--- src/rtl/synth_pkg.sv ---
// Shared constants for the synth voice blocks: wave/gain widths, mixer register
// offsets and the mixer FSM state encoding.
package synth_pkg;

  localparam int          WAVE_W     = 24;
  localparam int          GAIN_W     = 8;
  localparam logic [23:0] WAVE_MAX   = 24'hFFFFFF;
  localparam logic [7:0]  GAIN_UNITY = 8'h80;

  typedef logic [WAVE_W-1:0] wave_t;
  typedef logic [GAIN_W-1:0] gain_t;

  // Register offsets inside the 32-byte mixer window
  localparam logic [4:0] OFF_CTRL    = 5'h00;
  localparam logic [4:0] OFF_STATUS  = 5'h01;
  localparam logic [4:0] OFF_MASTER  = 5'h02;
  localparam logic [4:0] OFF_MUTE_LO = 5'h04;
  localparam logic [4:0] OFF_MUTE_HI = 5'h05;
  localparam logic [4:0] OFF_PEAK0   = 5'h06;
  localparam logic [4:0] OFF_PEAK1   = 5'h07;
  localparam logic [4:0] OFF_PEAK2   = 5'h08;
  localparam logic [4:0] OFF_GAIN0   = 5'h10;

  localparam logic [1:0] ST_IDLE   = 2'd0;
  localparam logic [1:0] ST_ACCUM  = 2'd1;
  localparam logic [1:0] ST_SCALE  = 2'd2;
  localparam logic [1:0] ST_OUTPUT = 2'd3;

endpackage

--- src/rtl/mixer_regs.sv ---
// Mixer register window: bus decode, gain/mute/master/CTRL registers, sticky
// flags and the combinational read mux. Peak hold exists only with MIXER_PEAK_HOLD_EN.
module mixer_regs
  import synth_pkg::*;
#(
  parameter int          NUM_CHANNELS = 2,
  parameter logic [15:0] BASE_ADDR    = 16'h0400
) (
  input  logic                       i_clock,
  input  logic                       i_reset,
  input  logic [15:0]                i_bus_address,
  input  logic                       i_bus_write,
  input  logic [7:0]                 i_bus_write_data,
  input  logic                       i_busy,
  input  logic                       i_clip_set,
  input  logic                       i_overrun_set,
`ifdef MIXER_PEAK_HOLD_EN
  input  logic                       i_sample_valid,
  input  wave_t                      i_waveform,
`endif
  output logic                       o_enable,
  output logic [GAIN_W*NUM_CHANNELS-1:0] o_gains,
  output logic [NUM_CHANNELS-1:0]    o_mute,
  output gain_t                      o_master,
  output logic [7:0]                 o_read_data
);

  logic [15:0] w_off_full;
  logic [4:0]  w_off;
  logic        w_hit;
  logic        w_wr;
  logic        w_gain_hit;
  logic [3:0]  w_gain_idx;
  logic        w_clr;

  logic        r_enable;
  gain_t       r_master;
  logic [15:0] r_mute;
  gain_t       r_gain [NUM_CHANNELS];
  logic        r_clip;
  logic        r_overrun;

  // Subtraction wraps addresses below the base far out of the window
  assign w_off_full = i_bus_address - BASE_ADDR;
  assign w_hit      = (w_off_full[15:5] == 11'd0);
  assign w_off      = w_off_full[4:0];
  assign w_gain_idx = w_off[3:0];
  assign w_gain_hit = w_hit && w_off[4] && (32'(w_gain_idx) < NUM_CHANNELS);
  assign w_wr       = i_bus_write && w_hit;
  assign w_clr      = w_wr && (w_off == OFF_CTRL) && i_bus_write_data[1];

  always_ff @(posedge i_clock) begin
    if (i_reset) begin
      r_enable  <= 1'b0;
      r_master  <= GAIN_UNITY;
      r_mute    <= 16'h0000;
      r_clip    <= 1'b0;
      r_overrun <= 1'b0;
      for (int i = 0; i < NUM_CHANNELS; i++) r_gain[i] <= GAIN_UNITY;
    end else begin
      if (w_wr && (w_off == OFF_CTRL))    r_enable     <= i_bus_write_data[0];
      if (w_wr && (w_off == OFF_MASTER))  r_master     <= i_bus_write_data;
      if (w_wr && (w_off == OFF_MUTE_LO)) r_mute[7:0]  <= i_bus_write_data;
      if (w_wr && (w_off == OFF_MUTE_HI)) r_mute[15:8] <= i_bus_write_data;
      for (int i = 0; i < NUM_CHANNELS; i++) begin
        if (w_wr && w_gain_hit && (w_gain_idx == 4'(i))) r_gain[i] <= i_bus_write_data;
      end
      r_clip    <= i_clip_set    | (r_clip    & ~w_clr);
      r_overrun <= i_overrun_set | (r_overrun & ~w_clr);
    end
  end

`ifdef MIXER_PEAK_HOLD_EN
  wave_t r_peak;
  wave_t w_peak_base;

  assign w_peak_base = w_clr ? '0 : r_peak;

  always_ff @(posedge i_clock) begin
    if (i_reset)                                       r_peak <= '0;
    else if (i_sample_valid && (i_waveform > w_peak_base)) r_peak <= i_waveform;
    else                                               r_peak <= w_peak_base;
  end
`endif

  always_comb begin
    o_read_data = 8'h00;
    if (w_hit) begin
      case (w_off)
        OFF_CTRL:    o_read_data = {7'd0, r_enable};
        OFF_STATUS:  o_read_data = {5'd0, r_overrun, r_clip, i_busy};
        OFF_MASTER:  o_read_data = r_master;
        OFF_MUTE_LO: o_read_data = r_mute[7:0];
        OFF_MUTE_HI: o_read_data = r_mute[15:8];
`ifdef MIXER_PEAK_HOLD_EN
        OFF_PEAK0:   o_read_data = r_peak[7:0];
        OFF_PEAK1:   o_read_data = r_peak[15:8];
        OFF_PEAK2:   o_read_data = r_peak[23:16];
`endif
        default: begin
          for (int i = 0; i < NUM_CHANNELS; i++) begin
            if (w_gain_hit && (w_gain_idx == 4'(i))) o_read_data = r_gain[i];
          end
        end
      endcase
    end
  end

  always_comb begin
    o_gains = '0;
    for (int i = 0; i < NUM_CHANNELS; i++) o_gains[GAIN_W*i +: GAIN_W] = r_gain[i];
  end

  assign o_enable = r_enable;
  assign o_master = r_master;
  assign o_mute   = r_mute[NUM_CHANNELS-1:0];

endmodule

--- src/rtl/channel_mixer.sv ---
// N-channel mixer: time-multiplexed gain MAC per sample, master gain, headroom
// shift and saturation. Optional peak hold via MIXER_PEAK_HOLD_EN.
//   state  | meaning
//   IDLE   | waiting for SampleTick with enable set
//   ACCUM  | adding one gained channel per cycle
//   SCALE  | master gain, shift, saturate, update Waveform
//   OUTPUT | SampleValid high; back to IDLE
module channel_mixer
  import synth_pkg::*;
#(
  parameter int          NUM_CHANNELS   = 2,
  parameter logic [15:0] BASE_ADDR      = 16'h0400,
  parameter int          HEADROOM_SHIFT = $clog2(NUM_CHANNELS)
) (
  input  logic                           i_clock,
  input  logic                           i_reset,
  input  logic [WAVE_W*NUM_CHANNELS-1:0] i_channel_waves,
  input  logic                           i_sample_tick,
  input  logic [15:0]                    i_bus_address,
  input  logic                           i_bus_write,
  input  logic [7:0]                     i_bus_write_data,
  output logic [7:0]                     o_bus_read_data,
  output logic [WAVE_W-1:0]              o_waveform,
  output logic                           o_sample_valid,
  output logic                           o_clip
);

  localparam int ACC_W  = 25 + $clog2(NUM_CHANNELS);
  localparam int IDX_W  = (NUM_CHANNELS > 1) ? $clog2(NUM_CHANNELS) : 1;
  localparam int PROD_W = ACC_W + GAIN_W;

  logic                           w_enable;
  logic [GAIN_W*NUM_CHANNELS-1:0] w_gains;
  logic [NUM_CHANNELS-1:0]        w_mute;
  gain_t                          w_master;
  logic                           w_busy;
  logic                           w_clip_set;
  logic                           w_overrun_set;

  logic [1:0]              r_state;
  logic [IDX_W-1:0]        r_idx;
  logic [ACC_W-1:0]        r_acc;
  wave_t                   r_wave   [NUM_CHANNELS];
  gain_t                   r_gain_w [NUM_CHANNELS];
  logic [NUM_CHANNELS-1:0] r_mute_w;
  gain_t                   r_master_w;
  wave_t                   r_waveform;
  logic                    r_valid;
  logic                    r_clip;

  wave_t             w_cur_wave;
  gain_t             w_cur_gain;
  logic              w_cur_mute;
  logic [31:0]       w_prod;
  logic [24:0]       w_term;
  logic [PROD_W-1:0] w_scaled;
  logic              w_sat;
  wave_t             w_wave_next;

  mixer_regs #(
    .NUM_CHANNELS (NUM_CHANNELS),
    .BASE_ADDR    (BASE_ADDR)
  ) u_regs (
    .i_clock          (i_clock),
    .i_reset          (i_reset),
    .i_bus_address    (i_bus_address),
    .i_bus_write      (i_bus_write),
    .i_bus_write_data (i_bus_write_data),
    .i_busy           (w_busy),
    .i_clip_set       (w_clip_set),
    .i_overrun_set    (w_overrun_set),
`ifdef MIXER_PEAK_HOLD_EN
    .i_sample_valid   (r_valid),
    .i_waveform       (r_waveform),
`endif
    .o_enable         (w_enable),
    .o_gains          (w_gains),
    .o_mute           (w_mute),
    .o_master         (w_master),
    .o_read_data      (o_bus_read_data)
  );

  always_comb begin
    w_cur_wave = '0;
    w_cur_gain = '0;
    w_cur_mute = 1'b0;
    for (int i = 0; i < NUM_CHANNELS; i++) begin
      if (r_idx == IDX_W'(i)) begin
        w_cur_wave = r_wave[i];
        w_cur_gain = r_gain_w[i];
        w_cur_mute = r_mute_w[i];
      end
    end
  end

  assign w_prod      = 32'(w_cur_wave) * 32'(w_cur_gain);
  assign w_term      = w_cur_mute ? 25'd0 : 25'(w_prod >> 7);
  assign w_scaled    = (PROD_W'(r_acc) * PROD_W'(r_master_w)) >> (7 + HEADROOM_SHIFT);
  assign w_sat       = (w_scaled > PROD_W'(WAVE_MAX));
  assign w_wave_next = w_sat ? WAVE_MAX : w_scaled[WAVE_W-1:0];

  assign w_busy        = (r_state != ST_IDLE);
  assign w_clip_set    = (r_state == ST_SCALE) && w_sat;
  assign w_overrun_set = i_sample_tick && w_enable && w_busy;

  always_ff @(posedge i_clock) begin
    if (i_reset) begin
      r_state    <= ST_IDLE;
      r_idx      <= '0;
      r_acc      <= '0;
      r_mute_w   <= '0;
      r_master_w <= GAIN_UNITY;
      r_waveform <= '0;
      r_valid    <= 1'b0;
      r_clip     <= 1'b0;
      for (int i = 0; i < NUM_CHANNELS; i++) begin
        r_wave[i]   <= '0;
        r_gain_w[i] <= GAIN_UNITY;
      end
    end else begin
      r_valid <= 1'b0;
      case (r_state)
        ST_IDLE: begin
          if (i_sample_tick && w_enable) begin
            for (int i = 0; i < NUM_CHANNELS; i++) begin
              r_wave[i]   <= i_channel_waves[WAVE_W*i +: WAVE_W];
              r_gain_w[i] <= w_gains[GAIN_W*i +: GAIN_W];
            end
            r_mute_w   <= w_mute;
            r_master_w <= w_master;
            r_acc      <= '0;
            r_idx      <= '0;
            r_state    <= ST_ACCUM;
          end
        end
        ST_ACCUM: begin
          r_acc <= r_acc + ACC_W'(w_term);
          if (r_idx == IDX_W'(NUM_CHANNELS - 1)) r_state <= ST_SCALE;
          else                                   r_idx   <= r_idx + 1'b1;
        end
        ST_SCALE: begin
          r_waveform <= w_wave_next;
          r_clip     <= w_sat;
          r_valid    <= 1'b1;
          r_state    <= ST_OUTPUT;
        end
        ST_OUTPUT: r_state <= ST_IDLE;
        default:   r_state <= ST_IDLE;
      endcase
    end
  end

  assign o_waveform     = r_waveform;
  assign o_sample_valid = r_valid;
  assign o_clip         = r_clip;

endmodule

--- config.mk ---
export PLATFORM = sky130hd
export DESIGN_NAME = channel_mixer
export DESIGN_NICKNAME = d
export VERILOG_FILES = /design/src/rtl/synth_pkg.sv /design/src/rtl/mixer_regs.sv /design/src/rtl/channel_mixer.sv
export SDC_FILE = /design/constraint.sdc
export NUM_CORES = 1
export LEC_CHECK = 0
export CORE_MARGIN = 1.5
export CORE_UTILIZATION = 37
export CTS_CLUSTER_DIAMETER = 150
export DETAILED_ROUTE_END_ITERATION = 12
export RECOVER_POWER = 25
export SLEW_MARGIN = 10
export SYNTH_ARGS = -nofsm -noshare
export SYNTH_HDL_FRONTEND = slang
export SYNTH_HIERARCHICAL = 1
export SYNTH_SLANG_ARGS = --single-unit
--- constraint.sdc ---
create_clock -name i_clock -period 9.8 [get_ports i_clock]
set_input_delay 0.98 -clock i_clock [delete_from_list [all_inputs] [get_ports i_clock]]
set_output_delay 0.98 -clock i_clock [all_outputs]
set_load 0.02 [all_outputs]
### Yosys cells after proc, flatten, opt, wreduce, memory -nomap -nowiden

Memory sizes are Yosys's and may differ from the RTL's.
Cells that the tools add are included.

| cells by class | value |
|---|---|
| order comparisons | 2 |
| add/sub/neg operators | 3 |
| reduce and logical (&&, ||, !) cells | 25 |
| equal/unequal tests | 10 |
| bitwise gates (word level) | 11 |
| multiplexer cells | 36 |
| $mul | 2 |

Operator list:

| cell | count |
|---|---|
| two-way mux 24 bit | 4 |
| two-way mux 8 bit | 8 |
| case mux 26 bit (2 select lines) | 1 |
| case mux 8 bit (5 select lines) | 1 |
| multiplier 26 x 8 -> 34 bit | 1 |
| multiplier 24 x 8 -> 32 bit | 1 |
| adder 26 x 25 -> 26 bit | 1 |
| greater-than comparator 26 x 24 -> 1 bit (second input constant) | 1 |
| two-way mux 26 bit | 1 |
| two-way mux 25 bit | 1 |
| logical AND 1 bit | 16 |
| two-way mux 1 bit | 16 |
| subtractor 16 x 11 -> 16 bit (second input constant) | 1 |
| logical NOT 11 bit | 1 |
| == test 5 x 3 -> 1 bit (second input constant) | 2 |
| OR 1 bit | 8 |
| case mux 2 bit (4 select lines) | 1 |
| AND reduction 2 bit | 3 |
| == test 5 x 1 -> 1 bit (second input constant) | 1 |
| == test 5 x 2 -> 1 bit (second input constant) | 1 |
| logical NOT 5 bit | 1 |
| == test 2 bit (second input constant) | 2 |
| == test 4 x 1 -> 1 bit (second input constant) | 1 |
| logical NOT 4 bit | 1 |
| 10 further kinds | 14 |

| word-level totals | value |
|---|---|
| memory bits (writable) | 80 |
| output and inout port bits | 34 |
| word-level logic and storage cells | 106 |
| memories kept | 3 |
| register bits | 92 |
| input port bits | 76 |

Memories:

| name | depth | bits a word | read ports | clocked after memory_dff | write ports | RTL line | text |
|---|---|---|---|---|---|---|---|
| r_wave | 2 | 24 | 2 | 0 | 2 | channel_mixer.sv:43 | `wave_t r_wave [NUM_CHANNELS];` |
| r_gain_w | 2 | 8 | 2 | 0 | 2 | channel_mixer.sv:44 | `gain_t r_gain_w [NUM_CHANNELS];` |
| u_regs.r_gain | 2 | 8 | 2 | 0 | 2 | mixer_regs.sv:39 | `gain_t r_gain [NUM_CHANNELS];` |

### Longest topological paths before layout

| depth | value |
|---|---|
| depth in word-level cells | 10 |
| gate-level depth with buffers | 35 |
| depth with buffers taken out | 32 |

### Modules after synthesis

The synthesis kept the hierarchy.

By module, submodules not included:

| module | instances | cells each | area each (um2) | seq. area each (um2) |
|---|---|---|---|---|
| channel_mixer | 1 | 1917 | 17765.8 | 3223.1 |
| mixer_regs | 1 | 210 | 2199.6 | 1021.0 |

### Least setup slack after synthesis

OpenSTA, ideal clock, no wires.

| timing | value |
|---|---|
| path type | flip-flop to flip-flop |
| from | register r_idx |
| to | register r_acc[22] |
| cell stages (with the launch flop) | 34 |
| data required time | 9.671 ns |
| buffers on the path | 3 |
| library setup time | 0.129 ns |
| slack | 2.402 ns |
| clock period less this slack | 7.398 ns |
| arrival | 7.270 ns |
| cell sequence | dfxtp_1 > buf_4 > buf_1 > mux2i_1 > clkbuf_1 > nor2_1 > fa_1 > fa_1 > inv_1 > fa_1 > inv_1 > fa_1 > ha_1 > o21ai_0 > nor2_1 > o31ai_1 > nand2_1 > a21oi_1 > nor2_1 > o21a_1 > nor2_1 > xor2_1 > nor2_1 > ha_1 > a21o_1 > nor3_1 > o21ai_0 > a31o_2 > a21o_1 > a21oi_1 > o211ai_1 > a21oi_1 > xor2_1 > o21ai_0 |

| between the ends | value |
|---|---|
| longest elaborated chain between the ends | 5 |
| elaborated cells on any way between the ends | 7 |
| classes of those cells | add/sub: 1; mul: 1; mux: 5 |

Ends and longest elaborated chain:

| what | RTL line | text |
|---|---|---|
| start, declared | channel_mixer.sv:41 | `logic [IDX_W-1:0] r_idx;` |
| start signal, assigned | channel_mixer.sv:139 | `else r_idx <= r_idx + 1'b1;` |
| two-way mux 24 bit or two-way mux 8 bit (tied branches) | channel_mixer.sv:88 | `if (r_idx == IDX_W'(i)) begin` |
| multiplier 24 x 8 -> 32 bit | channel_mixer.sv:96 | `assign w_prod = 32'(w_cur_wave) * 32'(w_cur_gain);` |
| two-way mux 25 bit * | channel_mixer.sv:97 | `assign w_term = w_cur_mute ? 25'd0 : 25'(w_prod >> 7);` |
| adder 26 x 25 -> 26 bit * | channel_mixer.sv:137 | `r_acc <= r_acc + ACC_W'(w_term);` |
| case mux 26 bit (2 select lines) * | channel_mixer.sv:122 | `case (r_state)` |
| end signal, assigned | channel_mixer.sv:137 |  |
| end, declared | channel_mixer.sv:42 | `logic [ACC_W-1:0] r_acc;` |

Mark *: on every way between the ends. The rest lies on a longest branch, timed or not.
A chain may end at the register's enable or synchronous reset.

### Final worst setup path

| timing | value |
|---|---|
| from | register r_idx |
| to | register r_acc[20] |

Same word-level chain as after synthesis.

==> flow_summary.ini <==
[status]
outcome = complete, but fails checks
violations = max-capacitance violations, max-slew violations

[setup_path]
crit_family = compound AO/OA/AOI/OAI gates
critPathKind = register to register
r2r_slack_ps = 1400
slowest_stage = dfxtp_2
cp-end-kind = register
max_stage_delay_ps = 900
crit_path_frequent_cell = fa_1
cp.required_ps = 10120
startpoint_type = register
worstPathMaxFanout = 25
reg2regPathDepth = 31
path_buf_inv = 3
crit_cells = 31
worstPathArrival_ps = 8710

[timing]
tns_ps = 0
setup_violations = 0
finClkSkew_ps = 21.8
finalCritPeriodShare = 0.857
slew_headroom = -1.75
finalMaxSlewViolations = 204
rsz0062_at_grt = no
max_freq_ghz = 0.119
setup_slack_ps = 1400
tightestPinTransition_ps = 4130
finalHoldViolCount = 0
period_needed_ps = 8400

[cts]
path_clk_slew_ps = 80
cts_resized = 0
cts.path.max_buffers = 2
clock_latency_ps = 470
h-tree-depth = 4
cts_root_buf = clkbuf_16
cts_made_buffers = 17
postCtsHoldBufs = 0
cts_setup_buffers = 0
clock_sinks = 172
cts_tree = built

[synth]
synth.most_common_cell = inv_1
yosysTopAreaCellShare = 0.276
syn_nets = 2608
syn_avg_cell_area_um2 = 9.39
synthesis.area_um2 = 20000
ys_ff_latch = 172
synth_commonest_cells = inv_1, fa_1, nor2_1
synth_warnings = 6
yosysSeqAreaShare = 0.213
synth_top_area_cell = fa_1
ys.flop_type = dfxtp_1
synth_cell_types = 81
async_flop_share = 0
synth-edff-count = 80
synth_area_leaders = fa_1, edfxtp_1, dfxtp_1
synth_cells = 2127

[layout]
fin_area_um2 = 22200
drive_gt1_frac = 0.0546
nFillCells = 5223
fin_cells = 2867
antenna_cells = 0
syn_to_final_growth_pct = 11.1
finalNetCount = 2647

[place]
io_buffers = 109
dp.cells = 2834
routabilityCongestion = 0.862
dp_hpwl_mm = 35.5
detailed_place.area_um2 = 21600
pre_cts_ws_ps = 1440

[floorplan]
initial_core_util = 0.377
die_width_um = 235
dieArea_um2 = 55400
dieHeight_um = 235
core_um2 = 53000
num_rows = 84
io_pins = 110

[global_route]
overflow = 0
grt_pass1_vias = 15400
track_usage = 0.165
antenna_found_initial = 0
grt_pass1_wl_mm = 74.5
grt_max_degree = 87

[drt]
viasPerCell = 5.07
drtPass1Iterations = 4
antenna_left = 0
drt-initial-drc-count = 772
drc_errors = 0
vias = 14500
routed_wl_mm = 44.8
wire_per_inst_um = 15.6

[pwr]
p_leak_uw = 0.0102
power_density_nw_per_um2 = 122
vdd_drop_max_uv = 161

[min_path]
hold_class = register to register
holdPathStages = 2

[job]
drv_cap = 3
[cells in the final DEF, fill, tap and decap left out, drive strengths merged, types with 5 or more instances in the layout]
cell type	n
mux2	13
a211oi	10
a21oi	57
nand4	9
nor2	245
nand2	183
ha	130
fa	275
o21bai	9
buf	16
a21o	38
o21ai	45
a31oi	8
o211ai	7
a22o	10
a22oi	12
a311oi	27
xor2	23
and2	162
clkdlybuf4s50	107
clkbuf	20
a221oi	11
or3	7
dfxtp	92
inv	296
edfxtp	80
nor2b	12
or2	15
and3	9
nor3b	6
mux2i	61
nor3	13
a2111oi	5
o21a	13
nand2b	53
clkinv	5
xnor2	38
nand3	16
[area by class of cell]
type,instances,area (um2),area share
clock inverter,14,145,0.00654
timing repair buffer,126,1210,0.0544
tap,688,861,0.0388
inverter,287,1080,0.0486
sequential,172,4250,0.191
multi-input combinational,1562,14200,0.640
clock buffer,18,439,0.0198
[stage by stage]
step                      hold slack, ps   util  total power (uW)
after floorplan                      435      -              1750
after global placement               458  0.408              2030
after detailed placement             462  0.408              2050
after CTS                            478  0.419              2740
after global routing                 502  0.419              2920
final                                475  0.419              2710
[worst paths after layout]
check / from / endpoint
max: r_idx / r_acc[20]
min reg2reg: u_regs/r_mute[12] / u_regs/r_mute[12]
max reg2reg: r_idx / r_acc[20]
min: u_regs/r_mute[12] / u_regs/r_mute[12]
[kinds of logic (layout without fill, tap and decap cells)]
family | Yosys count | after routing | share of synthesized area
AOI/OAI and AO/OA | 274 | 274 | 0.105
xor gates and xnor gates | 61 | 61 | 0.0268
DFF | 172 | 172 | 0.213
buffers and inverters | 393 | 445 | 0.0761
muxes | 74 | 74 | 0.0385
and+or+nand+nor | 748 | 748 | 0.184
adders and majority gates | 405 | 405 | 0.357
[worst reg2reg max path, delay by kind of cell (launching register included)]
kind                     cells  cell delay, ps
adder cells (fa/ha/maj)      6            2550
XOR/XNOR                     2             310
AND/OR/NAND/NOR              7             950
buffers and inverters        3             140
multiplexers                 1             740
AO/OA/AOI/OAI               12            2640
flip-flops                   1             900
[state kept, by name, summed over array words and instances (netlist names), 8 cells and up]
register	cells
r_acc	26
r_gain_w	16
o_waveform	24
u_regs/r_mute	16
u_regs/r_gain	16
u_regs/o_master	8
r_wave	48
r_master_w	8
[where the power goes]
part	total (uW)	switching, uW	internal (uW)
registers	801	27.2	774
logic	1220	695	529
clock network	685	339	346
total	2710	1060	1650
[layer usage]
| metal | wire length, um | vias up | track usage |
|---|---|---|---|
| li1 | - | 6947 | - |
| met1 | 19200 | 7316 | 0.201 |
| met2 | 23600 | 230 | 0.302 |
| met3 | 1310 | 45 | 0.0210 |
| met4 | 727 | 0 | 0.0497 |
| met5 | 0 | - | 0 |
Power figures use the tool's default switching activity.
